`config.mk`:
```
export PLATFORM = sky130hd
export DESIGN_NAME = task_answer_arbiter
export DESIGN_NICKNAME = d
export VERILOG_FILES = /design/src/rtl/task_answer_arbiter.sv
export SDC_FILE = /design/constraint.sdc
export NUM_CORES = 1
export LEC_CHECK = 0
export ABC_AREA = 1
export ABC_CLOCK_PERIOD_IN_PS = 1850
export CORE_ASPECT_RATIO = 1.4
export CORE_MARGIN = 2
export CORE_UTILIZATION = 44
export CTS_CLUSTER_DIAMETER = 120
export DETAILED_ROUTE_END_ITERATION = 10
export PLACE_DENSITY = 0.78
export SLEW_MARGIN = 0
export SYNTH_ARGS = -nofsm -noshare
export SYNTH_HDL_FRONTEND = slang
export SYNTH_SLANG_ARGS = --single-unit
```
`constraint.sdc`:
```
create_clock -name i_clk -period 1.85 [get_ports i_clk]
set_input_delay 0.2775 -clock i_clk [delete_from_list [all_inputs] [get_ports i_clk]]
set_output_delay 0.2775 -clock i_clk [all_outputs]
set_load 0.05 [all_outputs]
```
`src/rtl/task_answer_arbiter.sv`:
```
// task_answer_arbiter
//   Shares the single task-manager answer channel between NUM_REQ task output blocks.
//   One requester is granted per packet in round-robin order. Its data, last and
//   latched size are muxed to the manager, and the manager ready goes back to it alone.
//   The grant is released on last or on abort (answer-ready dropped mid-packet).
//   After a last beat or an abort, the arbiter spends one RELEASE cycle before
//   returning to IDLE.
// Ports:
//   i_clk, i_rst            clock, asynchronous active-high reset
//   i_req_tanswer_ready     per-requester packet-available flag
//   i_req_tdata             per-requester data, requester r at [r*DATA_WIDTH +: DATA_WIDTH]
//   i_req_tlast             per-requester last-beat flag
//   i_req_packet_size       per-requester packet size, packed like i_req_tdata
//   o_req_tmanager_ready    manager ready, routed to the granted requester only
//   i_tmanager_ready        manager takes a beat this cycle
//   o_tanswer_ready         granted packet available (XFER)
//   o_tdata, o_tanswer_data_last  granted requester's data / last
//   o_packet_size_in_bytes  size latched at grant, 0 outside XFER
//   o_grant                 one-hot grant, 0 when not in XFER
//   o_busy                  high in XFER and RELEASE
//   o_len_err               one-cycle pulse in RELEASE on length mismatch or abort
module task_answer_arbiter #(
  parameter int unsigned NUM_REQ    = 4,
  parameter int unsigned DATA_WIDTH = 8,
  parameter int unsigned SIZE_WIDTH = 12
) (
  input  logic                             i_clk,
  input  logic                             i_rst,
  input  logic [NUM_REQ-1:0]               i_req_tanswer_ready,
  input  logic [NUM_REQ*DATA_WIDTH-1:0]    i_req_tdata,
  input  logic [NUM_REQ-1:0]               i_req_tlast,
  input  logic [NUM_REQ*SIZE_WIDTH-1:0]    i_req_packet_size,
  output logic [NUM_REQ-1:0]               o_req_tmanager_ready,
  input  logic                             i_tmanager_ready,
  output logic                             o_tanswer_ready,
  output logic [DATA_WIDTH-1:0]            o_tdata,
  output logic                             o_tanswer_data_last,
  output logic [SIZE_WIDTH-1:0]            o_packet_size_in_bytes,
  output logic [NUM_REQ-1:0]               o_grant,
  output logic                             o_busy,
  output logic                             o_len_err
);

  localparam int unsigned IdxW = (NUM_REQ > 1) ? $clog2(NUM_REQ) : 1;
  localparam int unsigned SumW = SIZE_WIDTH + 1;

  typedef enum logic [1:0] {StIdle, StXfer, StRelease} state_e;

  state_e                state_q, state_d;
  logic [IdxW-1:0]       grant_q, grant_d;
  logic [IdxW-1:0]       ptr_q, ptr_d;
  logic [SIZE_WIDTH-1:0] cnt_q, cnt_d;
  logic [SIZE_WIDTH-1:0] size_q, size_d;
  logic                  err_pend_q, err_pend_d;

  logic                  pick_found;
  logic [IdxW-1:0]       pick_idx;
  logic [SIZE_WIDTH-1:0] pick_size;
  logic [DATA_WIDTH-1:0] sel_data;
  logic                  sel_last;
  logic                  sel_rdy;
  logic [SumW-1:0]       cnt_sum;
  logic                  xfer;

  // Round-robin pick: first requester at or above the pointer, wrapping.
  always_comb begin
    int unsigned idx;
    idx        = 0;
    pick_found = 1'b0;
    pick_idx   = '0;
    pick_size  = '0;
    for (int unsigned i = 0; i < NUM_REQ; i++) begin
      idx = (32'(ptr_q) + i) % NUM_REQ;
      if (!pick_found && i_req_tanswer_ready[idx]) begin
        pick_found = 1'b1;
        pick_idx   = IdxW'(idx);
        pick_size  = i_req_packet_size[idx*SIZE_WIDTH +: SIZE_WIDTH];
      end
    end
  end

  // Granted-requester mux.
  always_comb begin
    sel_data = '0;
    sel_last = 1'b0;
    sel_rdy  = 1'b0;
    for (int unsigned r = 0; r < NUM_REQ; r++) begin
      if (grant_q == IdxW'(r)) begin
        sel_data = i_req_tdata[r*DATA_WIDTH +: DATA_WIDTH];
        sel_last = i_req_tlast[r];
        sel_rdy  = i_req_tanswer_ready[r];
      end
    end
  end

  // One extra bit so a saturated counter plus the final beat never aliases a legal size.
  assign cnt_sum = {1'b0, cnt_q} + SumW'(i_tmanager_ready);

  always_comb begin
    state_d    = state_q;
    grant_d    = grant_q;
    ptr_d      = ptr_q;
    cnt_d      = cnt_q;
    size_d     = size_q;
    err_pend_d = err_pend_q;
    unique case (state_q)
      StIdle: begin
        if (pick_found) begin
          grant_d    = pick_idx;
          size_d     = pick_size;
          cnt_d      = '0;
          err_pend_d = 1'b0;
          state_d    = StXfer;
        end
      end
      StXfer: begin
        if (i_tmanager_ready && (cnt_q != '1)) begin
          cnt_d = cnt_q + SIZE_WIDTH'(1);
        end
        // Last wins over a simultaneous abort.
        if (sel_last) begin
          err_pend_d = (cnt_sum != {1'b0, size_q});
          size_d     = '0;
          state_d    = StRelease;
        end else if (!sel_rdy) begin
          err_pend_d = 1'b1;
          size_d     = '0;
          state_d    = StRelease;
        end
      end
      StRelease: begin
        ptr_d      = (grant_q == IdxW'(NUM_REQ - 1)) ? '0 : grant_q + IdxW'(1);
        err_pend_d = 1'b0;
        state_d    = StIdle;
      end
      default: state_d = StIdle;
    endcase
  end

  always_ff @(posedge i_clk or posedge i_rst) begin
    if (i_rst) begin
      state_q    <= StIdle;
      grant_q    <= '0;
      ptr_q      <= '0;
      cnt_q      <= '0;
      size_q     <= '0;
      err_pend_q <= 1'b0;
    end else begin
      state_q    <= state_d;
      grant_q    <= grant_d;
      ptr_q      <= ptr_d;
      cnt_q      <= cnt_d;
      size_q     <= size_d;
      err_pend_q <= err_pend_d;
    end
  end

  assign xfer = (state_q == StXfer);

  always_comb begin
    for (int unsigned r = 0; r < NUM_REQ; r++) begin
      o_grant[r]              = xfer && (grant_q == IdxW'(r));
      o_req_tmanager_ready[r] = xfer && (grant_q == IdxW'(r)) && i_tmanager_ready;
    end
  end

  assign o_tanswer_ready        = xfer;
  assign o_tdata                = xfer ? sel_data : '0;
  assign o_tanswer_data_last    = xfer && sel_last;
  assign o_packet_size_in_bytes = size_q;
  assign o_busy                 = (state_q != StIdle);
  assign o_len_err              = (state_q == StRelease) && err_pend_q;

endmodule

```
# After elaboration in Yosys (flattened, before gate mapping)
# Cells that the tools add are included.
# W data, S select, Z words.
[word_totals]
inputBits = 91
wordCells = 110
ff_bits = 31
[classes]
addsub = 6
n_reduce_logical = 27
n_eq_ne = 10
n_mul = 4
shifts = 4
muxes = 49
n_lt_le_gt_ge = 4
[ops]
columns = ["cell", "n"]
rows = [
  ["$shiftx A48 B7 Y12", 4],
  ["$mux W12", 9],
  ["$pmux W12 S2", 2],
  ["$mux W8", 5],
  ["$mux W1", 19],
  ["$mul A2 B2 Y4 const B", 4],
  ["$mux W2", 8],
  ["$logic_and A1 B1 Y1", 14],
  ["$add A12 B1 Y13", 1],
  ["$ne A13 B12 Y1", 1],
  ["$add A12 B1 Y12 const B", 1],
  ["$lt A2 B3 Y1 const B", 4],
  ["$ne A12 B12 Y1 const B", 1],
  ["$reduce_and A3 Y1", 3],
  ["$bmux W1 S2", 4],
  ["$eq A2 B2 Y1 const B", 3],
  ["$add A2 B1 Y2 const B", 2],
  ["$add A2 B2 Y2 const B", 2],
  ["$eq A2 B1 Y1 const B", 2],
  ["$logic_not A2 Y1", 2],
  ["$pmux W2 S2", 1],
  ["$reduce_and A2 Y1", 2],
  ["$reduce_bool A2 Y1", 2],
  ["$logic_not A1 Y1", 3],
  ["other kinds (5)", 5],
]

# Depth between registers and ports, before layout
# Gate-level depths: netlist of the first run.
[depth]
word_depth = 14
depth_mapped = 14

# Least setup slack after synthesis of the first run
# Ideal clock, no wire load.
[synth_timing]
path_kind = "register to output"
startpoint = "register grant_q[1]"
endpoint = "output port o_tdata[5]"
t_required_ns = 1.572
n_path_buf = 1
path_stages_with_launch = 8
t_arrival_ns = 2.190
slack_ns = -0.618
cell_sequence = "dfrtp_1 inv_1 ha_1 clkbuf_1 a21oi_1 nand2_1 o21ai_0 o21ai_0"
[synth_via]
elab_chain_len = 6
word_cells_on_any_way = 9
classes_between = "eq/ne: 3; mux: 5; reduce/logical: 1"
[synth_rtl]
columns = ["item", "line", "rtl"]
rows = [
  ["start, declared", "50", "logic [IdxW-1:0] grant_q, grant_d;"],
  ["start signal, assigned", "150", "grant_q <= grant_d;"],
  ["$logic_not A2 Y1", "88", "if (grant_q == IdxW'(r)) begin"],
  ["$mux W8 (3 in a row)", "88", ""],
  ["$mux W8 (*)", "88", ""],
  ["$mux W8 (*)", "168", "assign o_tdata = xfer ? sel_data : '0;"],
  ["end, declared", "36", "output logic [DATA_WIDTH-1:0] o_tdata,"],
]
# Mark *: on every way between the ends. The rest lies on a longest branch, timed or not.

# Final worst setup path of the first run
[layout_timing]
startpoint = "register grant_q[1]"
endpoint = "output port o_tanswer_data_last"
[layout_via]
elab_chain_len = 6
word_cells_on_any_way = 9
classes_between = "eq/ne: 3; mux: 4; reduce/logical: 2"
[layout_rtl]
columns = ["item", "line", "rtl"]
rows = [
  ["$logic_not A2 Y1", "88", ""],
  ["$mux W1 (3 in a row)", "88", ""],
  ["$mux W1 (*)", "88", ""],
  ["$logic_and A1 B1 Y1 (*)", "169", "assign o_tanswer_data_last = xfer && sel_last;"],
  ["end, declared", "37", "output logic o_tanswer_data_last,"],
]
# Marked as above.

==> impl_metrics.toml, run 1 <==
[die]
initial_core_util_pct = 44.7
die_w_microns = 86.4
ios = 123
row_count = 42
die_area_sq_um = 10300
die_h_microns = 119
core_area_sq_um = 9350

[timing]
period_needed_ns = 2.15
layout_setup_ws_ns = -0.298
hold_ws_ns = 0.381
period_share_pct = 116
finalClockSkew_ns = 0.0124
drv_slew = 0
final-hold-violation-count = 0
grt_setup_unrepaired = "true"
worstMarginPinSlew_ns = 0.502
fin_setup_tns_ns = -5.81
finalSetupViolCount = 42
clock.fmax_mhz = 465
relSlewSlack_pct = 66.4

[drt]
viasPerCell = 5.65
final_antenna_net_count = 0
wl_per_cell_microns = 17.7
wirelength_microns = 19000
vias = 6079
dr.first_iter.drc_count = 481
drc_errors = 0
dr.pass1.iters = 6

[status]
violations = "negative setup slack"
status = "finished, violations left"

[critical_path]
critPathRequiredTime_ns = 1.57
slowest_stage = "dfrtp_1"
crit_fanout = 3
critPathKind = "reg2out"
cp-end-kind = "primary output"
cp_common_cell = "o21ai_1"
crit_chain = "inv_2 > ha_4 > buf_6 > a21oi_1 > o21ai_1 > o21ai_1 > buf_4 > nor2_4 > buf_12"
rrSetupSlack_ns = -0.20
critPathArrivalTime_ns = 1.87
start_kind = "flip-flop"
worst_path_largest_cell_delay_ns = 0.43

[flow_run]
cap_violations = 0

[pwr]
power_density_nw_per_um2 = 1960
p_comb_share_pct = 85.6
switching_power_mw = 8.00
swShare_pct = 55.0
seqPwrFrac_pct = 8.7
intPower_mw = 6.55
p_clk_share_pct = 5.7
ir_drop_uv = 929
p_leak_nw = 3.52

[final_layout]
nets = 1062
n_antenna_cell = 0
seq_area_sq_um = 781
multi_input_area_sq_um = 3640
finish.utilization_pct = 79.4
drive_above_1_share_pct = 29.0
fin_cells = 1075
syn2layout_area_growth_pct = 77.6
nFillCells = 613

[synth]
yosysWarnings = 0
synthTopCellsByArea = "nand2_1 28%, dfrtp_1 19%, o21ai_0 13%"
syn_avg_cell_area_sq_um = 5.34
synth_common_cells = "316 x nand2_1, 110 x o21ai_0, 74 x inv_1, 70 x nor2_1, 68 x nand3_1"
yosysUniqueCellTypes = 28
synth_edf_count = 0
ys.flop_type = "dfrtp_1"
synth_nets = 881
ys_seq_area_share_pct = 18.6
synth_cells = 783
synth.most_common_cell = "nand2_1"
synth_top_area_share_pct = 28.4
yosys.area.top_type = "nand2_1"
syn_area_sq_um = 4180
synth_seq_cells = 31
ys_async_sr_fraction_pct = 100

[placement]
routabilityCongestion = 0.910
pre_cts_slack_ns = -0.354
detailedPlacementHpwl_microns = 10600
numPortBuffers = 122
place_inst = 1024

[clock_network]
path_clk_slew_ns = 0.06
clockRootBuffer = "clkbuf_16"
cts_sinks = 31
cts.path.max_buffers = 2
cts_buffers = 5
cts_tree = "done"
clock_latency_ns = 0.29
cts_htree_levels = 2
ctsHoldBuffers = 0

[grt]
grt_max_degree = 59
grt_pass1_wl_microns = 23700
grtUsageTotal_pct = 27.7
grt-ovfl-total = 0
first_global_vias = 5384
antenna_found_initial = 0

[hold_path]
worstHoldPathType = "in2async"
## through the flow
| stage | power, mW | instance area (sq um) |
|---|---|---|
| 3_5_place_dp | 9.80 | 6040 |
| 6_report | 14.6 | 7430 |
| 3_3_place_gp | 9.60 | 6040 |
| 2_1_floorplan | 6.91 | 4290 |
| 4_1_cts | 11.3 | 6490 |
| 5_1_grt | 15.4 | 7430 |
## cell usage in the layout, fill, tap and decap left out, drive strengths merged
cell type,instances
inv,75
nand2,325
nor2,71
nand4,5
a21oi,11
a21boi,1
ha,7
clkbuf,13
nor3b,1
xor2,12
xnor2,2
nand3,70
buf,115
clkinvlp,2
dlymetal6s2s,1
clkdlybuf4s50,89
dfrtp,31
o21ai,118
clkinv,4
a22oi,6
nand3b,6
## cell type report
type,count,area share [%]
Sequential cell,31,10.5
Clock buffer,5,1.68
Clock inverter,3,0.270
Inverter,78,4.41
Timing Repair Buffer,213,32.2
Multi-Input combinational cell,635,49.1
Tap cell,110,1.85
## sequential cells by signal (all words and copies together), names as in the netlist
| register | count |
|---|---|
| grant_q | 2 |
| state_q | 2 |
| err_pend_q | 1 |
| o_packet_size_in_bytes | 12 |
| cnt_q | 12 |
| ptr_q | 2 |
## per-layer routing
metal	wire (microns)	share of wire, %	up-vias	global-route usage (%)
met4	1570	8.2	0	10.9
li1	-	-	2861	-
met2	9720	51	346	52.6
met5	0	0	-	0
met3	1220	6.4	129	2.84
met1	6520	34	2743	30.5
## worst paths after layout
check,startpoint,end,cells past startpoint
setup / recovery,grant_q[1],o_tanswer_data_last,9
hold / removal,i_rst,cnt_q[10],3
setup reg to reg,ptr_q[0],o_packet_size_in_bytes[3],11
hold reg to reg,err_pend_q,err_pend_q,2
max in group asynchronous,i_rst,ptr_q[0],3
min in group i_clk,err_pend_q,err_pend_q,2
## critical path, delay by kind of cell (launching register included)
| kind | cells | cell delay (ns) |
|---|---|---|
| buffers and inverters | 4 | 0.56 |
| flip-flops | 1 | 0.43 |
| AO/OA/AOI/OAI | 3 | 0.35 |
| adder cells (fa/ha/maj) | 1 | 0.15 |
| AND/OR/NAND/NOR | 1 | 0.10 |
## power groups by stage
stage	registers (mW)	logic (mW)	clock network (mW)
after global routing	1.26	13.3	0.853
after detailed placement	1.19	8.61	0
after CTS	1.19	9.29	0.802
after floorplan	1.44	5.47	0
final	1.26	12.5	0.833
after global placement	1.19	8.41	0
## cells by family after synthesis
| logic type | synth area share [%] |
|---|---|
| flops | 18.6 |
| buf+inv | 12.1 |
| compound gates | 17.3 |
| fa+ha+maj | 2.09 |
| xor+xnor | 2.93 |
| simple gates | 47.0 |
## repair_timing
item                                    4_1_cts  5_1_grt
pin swaps                                    11       52
endpoints found under the hold margin         0        0
setup buffers                                17       18
resized for setup                            66      167
endpoints found under the setup margin       41       45
gates cloned                                  0       12
(Power assumes the default switching activity.)
==> run 2: changes to the inputs <==
SKIP_CTS_REPAIR_TIMING = 1   (was default)
==> impl_metrics.toml, run 2 (same netlist as run 1, synthesis figures left out) <==
[status]
status = "finished, violations left"
violations = "negative setup slack"

[final_layout]
syn2layout_area_growth_pct = 67.9
finish.utilization_pct = 75.0
seq_area_sq_um = 779
final_cell_mix = "294 x nand2_1, 89 x clkdlybuf4s50_1, 81 x o21ai_0, 65 x inv_1, 65 x buf_4"
drive_above_1_share_pct = 24.3
fin_cells = 1062
fin_area_sq_um = 7020
nets = 1049
multi_input_area_sq_um = 3420
n_antenna_cell = 0
final_common_cell = "nand2_1"
nFillCells = 693

[drt]
viasPerCell = 5.44
vias = 5776
dr.first_iter.drc_count = 491
dr.pass1.iters = 5
drc_errors = 0
wirelength_microns = 16200
wl_per_cell_microns = 15.2
final_antenna_net_count = 0

[timing]
layout_setup_ws_ns = -0.258
period_share_pct = 114
drv_slew = 0
period_needed_ns = 2.11
relSlewSlack_pct = 67.5
fin_setup_tns_ns = -4.32
finalClockSkew_ns = 0.00529
worstMarginPinSlew_ns = 0.486
clock.fmax_mhz = 474
hold_ws_ns = 0.387
final-hold-violation-count = 0
grt_setup_unrepaired = "true"
finalSetupViolCount = 39

[critical_path]
path_buf_inv = 3
critPathArrivalTime_ns = 1.83
crit_family = "flip-flops"
critPathRequiredTime_ns = 1.57
start_kind = "flip-flop"
slowest_stage = "dfrtp_2"
worst_path_largest_cell_delay_ns = 0.45
critPathKind = "reg2out"
cp-end-kind = "primary output"
crit_chain = "buf_4 > ha_1 > a21oi_1 > o21ai_1 > o21ai_1 > buf_4 > nor2_4 > buf_12"
crit_fanout = 4

[clock_network]
cts_buffers = 5
path_clk_slew_ns = 0.06
cts_tree = "done"
cts_sinks = 31
clock_latency_ns = 0.28
clockRootBuffer = "clkbuf_16"
cts_htree_levels = 2
cts.path.max_buffers = 2

[die]
row_count = 42
die_w_microns = 86.4
core_area_sq_um = 9350
die_area_sq_um = 10300
ios = 123
die_h_microns = 119
initial_core_util_pct = 44.7

[placement]
pre_cts_slack_ns = -0.354
numPortBuffers = 122
detailedPlacementHpwl_microns = 10600
place_inst = 1024
placed_cell_area_sq_um = 6040
routabilityCongestion = 0.910

[grt]
grt_max_degree = 59
grt_pass1_wl_microns = 22500
grt-ovfl-total = 0
antenna_found_initial = 0
grtUsageTotal_pct = 26.2
first_global_vias = 5160

[pwr]
power.total_mw = 13.1
power_density_nw_per_um2 = 1860
p_leak_nw = 3.40
ir_drop_uv = 947

[hold_path]
worstHoldPathType = "in2async"

[flow_run]
cap_violations = 0
run 2: cell count changes in the layout (fill, tap and decap cells not counted), moves of 4 or more:
cell / before / now
buf_4: 70 / 65
nand2_1: 285 / 294
nand2_8: 7 / 3
nand3_1: 50 / 62
nand3_2: 16 / 6
nor2_2: 14 / 10
nor2_4: 9 / 13
o21ai_0: 67 / 81
o21ai_1: 27 / 19
run 2: path summary, 6_finish.rpt:
kind,cells past startpoint,slack (ns),to,from
setup / recovery,8,-0.26,o_tanswer_data_last,grant_q[0]
hold / removal,3,0.39,cnt_q[10],i_rst
setup reg to reg,13,-0.21,o_packet_size_in_bytes[9],ptr_q[0]
hold reg to reg,2,0.53,err_pend_q,err_pend_q
max in group asynchronous,3,1.14,ptr_q[0],i_rst
min in group i_clk,2,0.53,err_pend_q,err_pend_q
run 2: layer usage:
layer	wire, microns	GRT usage, %	part of all wire [%]
met1	6070	30.0	37
met2	8700	49.0	54
met3	774	2.15	4.8
met4	643	9.86	4.0
met5	0	0	0
run 2: layout make-up:
type	instances	area share (%)
well taps	110	1.96
clock inverters	3	0.285
multi-input cells	635	48.8
clock buffers	5	1.78
inverters	78	4.49
flip-flops and latches	31	11.1
repair buffers	200	31.6
run 2: worst register-to-register path: stages, from the launching register on:
cell	delay, ns
dfrtp_2	0.39
buf_12	0.14
buf_6	0.11
nand2_1	0.06
nand2_2	0.11
inv_1	0.06
o21ai_2	0.21
buf_4	0.16
nand3_4	0.14
clkbuf_16	0.22
nor2_4	0.09
nor2_1	0.06
nand2_1	0.11
nand2_1	0.08
run 2: power breakdown:
part / internal (mW) / total (mW) / switching (mW)
sequential: 0.904 / 1.21 / 0.305
clock: 0.495 / 0.804 / 0.309
combinational: 4.51 / 11.1 / 6.54
total: 5.91 / 13.1 / 7.15
